<file path="config.mk">
export PLATFORM = sky130hd
export DESIGN_NAME = inv_subbytes_seq
export DESIGN_NICKNAME = d
export VERILOG_FILES = /design/src/rtl/inv_subbytes_seq.sv
export SDC_FILE = /design/constraint.sdc
export NUM_CORES = 1
export LEC_CHECK = 0
export CORE_MARGIN = 1.5
export CORE_UTILIZATION = 30
export DETAILED_ROUTE_END_ITERATION = 10
export REMOVE_ABC_BUFFERS = 1
export SYNTH_ARGS = -nofsm -noshare
export SYNTH_HDL_FRONTEND = slang
export SYNTH_SLANG_ARGS = --single-unit
</file>
<file path="constraint.sdc">
create_clock -name clk -period 23.6 [get_ports clk]
set_input_delay 3.54 -clock clk [delete_from_list [all_inputs] [get_ports clk]]
set_output_delay 3.54 -clock clk [all_outputs]
set_load 0.05 [all_outputs]
</file>
<file path="src/rtl/inv_subbytes_seq.sv">
`default_nettype none
// ============================================================================
// Module   : inv_subbytes_seq (with helper module isbox)
// Brief    : Sequential AES InvSubBytes over a 128-bit state. BPC bytes are
//            substituted per clock, so a block takes N = 16/BPC cycles.
//            Handshakes are valid/ready on both input and output sides.
// Revision : 1.0 - initial release
// ============================================================================

// ----------------------------------------------------------------------------
// isbox: AES inverse S-box. Undo the affine transform, then take the
// multiplicative inverse in GF(2^8) as x^254 (which maps 0 to 0 naturally).
// ----------------------------------------------------------------------------
module isbox (
  input  logic [7:0] a_i,
  output logic [7:0] y_o
);

  // GF(2^8) multiply modulo x^8 + x^4 + x^3 + x + 1
  function automatic logic [7:0] gf_mul(input logic [7:0] a, input logic [7:0] b);
    logic [7:0] p;
    logic [7:0] x;
    p = 8'h00;
    x = a;
    for (int i = 0; i < 8; i++) begin
      if (b[i]) p = p ^ x;
      x = {x[6:0], 1'b0} ^ (x[7] ? 8'h1b : 8'h00);
    end
    return p;
  endfunction

  logic [7:0] w_aff;
  logic [7:0] w_p2, w_p3, w_p6, w_p12, w_p15;
  logic [7:0] w_p30, w_p60, w_p120, w_p240, w_p252, w_p254;

  // Inverse affine map followed by an addition chain for x^254
  always_comb begin
    w_aff  = {a_i[6:0], a_i[7]} ^ {a_i[4:0], a_i[7:5]} ^ {a_i[1:0], a_i[7:2]} ^ 8'h05;
    w_p2   = gf_mul(w_aff, w_aff);
    w_p3   = gf_mul(w_p2, w_aff);
    w_p6   = gf_mul(w_p3, w_p3);
    w_p12  = gf_mul(w_p6, w_p6);
    w_p15  = gf_mul(w_p12, w_p3);
    w_p30  = gf_mul(w_p15, w_p15);
    w_p60  = gf_mul(w_p30, w_p30);
    w_p120 = gf_mul(w_p60, w_p60);
    w_p240 = gf_mul(w_p120, w_p120);
    w_p252 = gf_mul(w_p240, w_p12);
    w_p254 = gf_mul(w_p252, w_p2);
  end

  assign y_o = w_p254;

endmodule

// ----------------------------------------------------------------------------
// inv_subbytes_seq: top level
// ----------------------------------------------------------------------------
module inv_subbytes_seq #(
  parameter int BPC = 1
) (
  input  logic         clk,
  input  logic         rst_n,
  input  logic         in_valid,
  output logic         in_ready,
  input  logic [127:0] in_data,
  output logic         out_valid,
  input  logic         out_ready,
  output logic [127:0] out_data,
  output logic         busy
);

  localparam int N  = 16 / BPC;
  localparam int LB = $clog2(BPC);

  typedef enum logic [1:0] {
    S_IDLE = 2'd0,
    S_RUN  = 2'd1,
    S_DONE = 2'd2
  } state_t;

  state_t            state_q, state_d;
  logic [3:0]        cnt_q, cnt_d;
  logic [15:0][7:0]  work_q, work_d;

  logic [BPC-1:0][3:0] w_idx;
  logic [BPC-1:0][7:0] w_sb_in;
  logic [BPC-1:0][7:0] w_sb_out;

  // One S-box per lane; lane k serves byte cnt*BPC + k of the work register.
  // The low LB bits of the shifted counter are zero, so OR-ing k is an add.
  generate
    for (genvar k = 0; k < BPC; k++) begin : g_lane
      assign w_idx[k]   = (cnt_q << LB) | 4'(k);
      assign w_sb_in[k] = work_q[w_idx[k]];
      isbox u_isbox (
        .a_i (w_sb_in[k]),
        .y_o (w_sb_out[k])
      );
    end
  endgenerate

  // State, counter and work register; reset clears everything immediately
  always_ff @(posedge clk or negedge rst_n) begin
    if (!rst_n) begin
      state_q <= S_IDLE;
      cnt_q   <= 4'd0;
      work_q  <= '0;
    end else begin
      state_q <= state_d;
      cnt_q   <= cnt_d;
      work_q  <= work_d;
    end
  end

  // Next-state, datapath update and handshake outputs
  always_comb begin
    state_d   = state_q;
    cnt_d     = cnt_q;
    work_d    = work_q;
    in_ready  = 1'b0;
    out_valid = 1'b0;
    case (state_q)
      S_IDLE: begin
        in_ready = 1'b1;
        if (in_valid) begin
          work_d  = in_data;
          cnt_d   = 4'd0;
          state_d = S_RUN;
        end
      end
      S_RUN: begin
        for (int k = 0; k < BPC; k++) begin
          work_d[w_idx[k]] = w_sb_out[k];
        end
        if (cnt_q == 4'(N - 1)) begin
          cnt_d   = 4'd0;
          state_d = S_DONE;
        end else begin
          cnt_d = cnt_q + 4'd1;
        end
      end
      S_DONE: begin
        out_valid = 1'b1;
        if (out_ready) state_d = S_IDLE;
      end
      default: begin
        state_d = S_IDLE;
      end
    endcase
  end

  assign out_data = work_q;
  assign busy     = (state_q != S_IDLE);

endmodule

`default_nettype wire

</file>
# Yosys cells after proc, flatten, opt, wreduce, memory -nomap -nowiden
# Index checks and enable logic that the tools add are counted.
# totals
input_bits	132
regBits	134
output_inout_bits	131
# op_classes
n_bitwise	157
addsub	1
n_eq_ne	6
n_lt_le_gt_ge	2
reduce_logical	6
mux	181
# op_table
op	n
$xor 8x8->8	156
$mux 8	90
$mux 5	77
$pmux 128 s2	1
$bwmux 128	1
$mux 128	1
$bmux 8 s4	1
$demux 8 s4	1
$mux 4	2
$pmux 4 s2	1
$mux 2	3
$ne 2x2->1 const B	3
$pmux 2 s3	1
$lt 4x5->1 const B	1
$add 4x1->4 const B	1
$eq 4x4->1 const B	1
$ge 4x1->1 const B	1
$reduce_bool 2->1	2
$reduce_and 3->1	1
$eq 2x1->1 const B	1
$eq 2x2->1 const B	1
$logic_not 2->1	1
$mux 1	2
$not 2->2	1
other kinds (2)	2

# Longest topological paths before layout
# logic_depth
ltp_word	182
mapped_depth	86

# By module
# Synthesis repeated with hierarchy kept, for this count alone.
# hier_totals
hier_cells	2385
area_unflattened_um2	20389.6
# modules_own_cells
module	seq_area_each_um2	n_inst	area_per_inst_um2	cells_per_inst
isbox	0.0	1	12739.7	1639
inv_subbytes_seq	3353.2	1	7649.8	746

# Worst setup path after synthesis
# Ideal clock, no wire load.
# synth_timing
kind	reg2reg
startpoint	register cnt_q[0]
endpoint	register work_q, in the netlist out_data[12]
setup_ns	0.094
n_path_buf	17
synth_period_minus_slack_ns	21.017
slack_ns	2.583
t_arrival_ns	20.923
stages_incl_launch_ff	81
required_time_ns	23.506
cell_sequence	dfrtp_1 buf_4 buf_6 buf_6 mux4_2 a22oi_2 nand2_2 xnor2_4 xnor2_1 inv_2 clkbuf_1 ha_1 buf_1 xor2_1 mux2i_1 xor3_2 clkbuf_1 xnor2_1 (+45 left out) buf_1 xnor3_1 nand2b_1 xnor2_1 inv_2 xnor2_1 clkbuf_1 nand4_1 o311ai_1 xnor3_1 xor2_2 xnor3_1 xnor3_1 nand2_1 xnor2_1 xnor3_1 buf_2 a211oi_1
# synth_between
elab_chain_len	176
word_cells_on_any_way	331
classes_between	order compare: 2; mux: 171; bitwise: 157; reduce/logical: 1
# synth_lines
item	line_no	source
start: declaration	83	logic [3:0] cnt_q, cnt_d;
start signal: assignment	111	cnt_q <= cnt_d;
$bmux 8 s4	95	assign w_sb_in[k] = work_q[w_idx[k]];
$mux 8 (implied by the code)	95	
$xor 8x8->8 (2 in series)	38	w_aff = {a_i[6:0], a_i[7]} ^ {a_i[4:0], a_i[7:5]} ^ {a_i[1:0], a_i[7:2]} ^ 8'h05;
$not 2->2 (no source line)	n/a	
$mux 8	26	if (b[i]) p = p ^ x;
$xor 8x8->8	26	
$mux 8	26	
$xor 8x8->8	26	
(+159 left out)	n/a	
$xor 8x8->8	26	
$mux 8	26	
$xor 8x8->8	26	
$mux 8	26	
$xor 8x8->8	26	
$mux 8	26	
$bwmux 128 *	134	work_d[w_idx[k]] = w_sb_out[k];
$pmux 128 s2 *	123	case (state_q)
end signal: assignment	112	work_q <= work_d;
end: declaration	84	logic [15:0][7:0] work_q, work_d;
# Mark *: on every way between the ends. The rest lies on a longest branch, timed or not. The select of a mux whose other input is x is not followed.
# A chain may end at the register's enable or synchronous reset.

# Worst setup path after layout
# layout_timing
startpoint	register cnt_q[0]
endpoint	register work_q, in the netlist out_data[11]
# Same word-level chain as after synthesis.

==> metrics.yaml <==
status: "finished clean"
grt_max_degree: 103
fin_crit_sh_pct: 94.27
synth.cell_area_um2: 18710
rows: 91
grt_pass1_vias: 17380
antenna_found_initial: 1
gp_congestion: 0.9270
start_util_pct: 30.32
ys_seq_elements: 134
drc: 0
cp_max_fo: 20
drv_slew: 0
dr.pass1.iters: 8
tightest_slew_ns: 1.105
met1_usage_pct: 26.62
drt_wl_total_um: 67030
cts_sinks: 134
die_w_um: 252.7
hold_ws_ns: 0.5112
utilization_pct: 37.24
ff2ff_path_depth: 64
setup_viol: 0
cp.arrival_ns: 22.58
ios: 263
syn_to_final_growth_pct: 22.85
worstPathRequired_ns: 23.93
relSlewSlack_pct: 25.82
dp.cells: 3208
numCtsBuffers: 17
finalHoldViolations: 0
fin_skew_ns: 0.01249
hold-path-cell-count: 2
cp-end-kind: "flip-flop"
cts.clk_slew.worst_paths_ns: 0.06
r2r_setup_slack_ns: 1.35
hold_class: "flip-flop to flip-flop"
final_common_cell: "nor2_1"
clock_path_buffers: 2
holdBufCountCts: 0
path_delay_family: "XOR/XNOR gates"
ys.flop_type: "dfrtp_1"
synth_edf_count: 0
grt-busiest-layer: "met2"
antenna_left: 0
die_y_um: 252.7
synthTopCellsByArea: "dfrtp_1 (18%), xnor2_1 (14%), xnor3_1 (10%)"
drive_gt1_share_pct: 10.60
r2r-start: "cnt_q[0]"
port_buffers: 262
vias_per_cell: 5.419
yosys.cell_types.count: 105
syn-instance-count: 2180
grt_pass1_wl_um: 103300
h-tree-depth: 4
fp.coreArea_um2: 61710
grt-ovfl-total: 0
slowest_stage: "dfrtp_2"
crit_type: "flip-flop to flip-flop"
fillers: 6283
design.die.area_um2: 63870
clk-insertion-delay-late_ns: 0.43
crit_path_start_kind: "flip-flop"
final_nets: 2535
setup_tns_ns: 0
vias: 17580
root_buffer: "clkbuf_16"
drtIter0Drc: 1660
synthArstFlopShare_pct: 100.0
hp-start: "out_data[112]"
fin_crit_ns: 22.25
final_cells: 3243
r2r_end: "out_data[11]"
grt_usage_pct: 20.55
use_met2_pct: 34.30
path_common_cell: "xnor2_1"
max-cap-violations: 0
yosysTopAreaCellShare_pct: 17.92
layout_common_cells: "nor2_1 (299), xnor2_1 (282), clkdlybuf4s50_1 (261)"
critical-path-max-stage-delay_ns: 0.81
wl_per_cell_um: 20.67
yosys_warnings: 0
path_buf_inv: 3
hold_path_end: "out_data[112]"
grt.met3_usage_pct: 3.059
cts_tree: "yes"
yosys.area.top_type: "dfrtp_1"
hpwl_um: 51160
synth_area_per_cell_um2: 8.582
fmax_mhz: 44.95
ys_seq_area_share_pct: 17.92
-- layout make-up --
class                   instances  area [µm²]  share of cell area (%)
clock buffers                  22       474.2                   2.063
flip-flops and latches        134        3354                   14.60
repair buffers                333        3157                   13.74
diodes                          1       2.502                 0.01089
clock inverters                10       143.9                  0.6261
multi-input cells            1882       14710                   64.02
well taps                     837        1047                   4.557
inverters                      24       90.09                  0.3920
-- metal layers --
metal	vias up	share of wire, %
li1	8077	-
met1	8520	42
met2	835	47
met3	143	7.0
met4	0	3.8
met5	-	0
-- how the worst max path moves through the flow --
stage	to	start	cells past startpoint
finish	out_data[11]	cnt_q[0]	64
global route	out_data[27]	cnt_q[0]	66
CTS	out_data[11]	cnt_q[0]	66
detailed placement	out_data[67]	cnt_q[0]	66
global placement	out_data[51]	cnt_q[0]	66
floorplan	out_data[76]	cnt_q[0]	61
-- Yosys cell counts, types with 6 or more instances --
library cell,n
o21ai_0,36
a22oi_1,19
xnor3_2,7
buf_4,8
inv_2,8
a211oi_1,59
o211ai_1,9
xnor2_2,22
nor2b_1,19
nand2b_1,21
ha_1,11
o21ai_1,27
mux2i_1,65
o22ai_1,12
nor4_1,12
mux2_2,10
o221ai_1,17
a21oi_1,148
xnor2_1,289
a211oi_2,7
xnor3_1,87
a31oi_1,11
buf_2,41
buf_1,7
mux4_2,32
and3_1,25
xor2_2,7
nand2_1,261
clkbuf_1,79
nor2_1,299
nand4_1,9
and2_1,16
dfrtp_1,134
inv_1,15
xor3_1,7
xor2_1,81
a211o_1,7
nand3_1,55
nor3_1,72
and4_1,6
xnor2_4,12
-- tightest hold or removal path: stages, from the launching register on --
cell	delay, ns
dfrtp_1	0.36
nand2_1	0.05
o221ai_1	0.06
-- timing repair --
action	4_1_cts	5_1_grt
resized for setup	0	7
setup endpoints to repair	0	128
setup buffers	0	2
-- state kept, by name (all words and copies together), names as in the netlist --
signal / cells
cnt_q: 4
state_q: 2
out_data: 128
-- cell families after synthesis --
logic type | count (synthesis) | share of synthesized area, %
simple gates | 828 | 19.84
xor+xnor | 515 | 34.28
compound gates | 412 | 14.77
buf+inv | 164 | 3.926
flops | 134 | 17.92
mux | 111 | 8.260
fa+ha+maj | 16 | 1.003
-- per-stage QoR --
step           worst slack (ns)  instance area, µm²
2_1_floorplan            0.6371               18060
3_3_place_gp              1.224               22310
3_5_place_dp             0.5807               22310
4_1_cts                  0.4699               22920
5_1_grt                -0.02272               22980
6_report                  1.352               22980
Power is left out: the tool's default activity adds up to more than one toggle a clock period on the data nets, which glitch-free logic cannot reach.
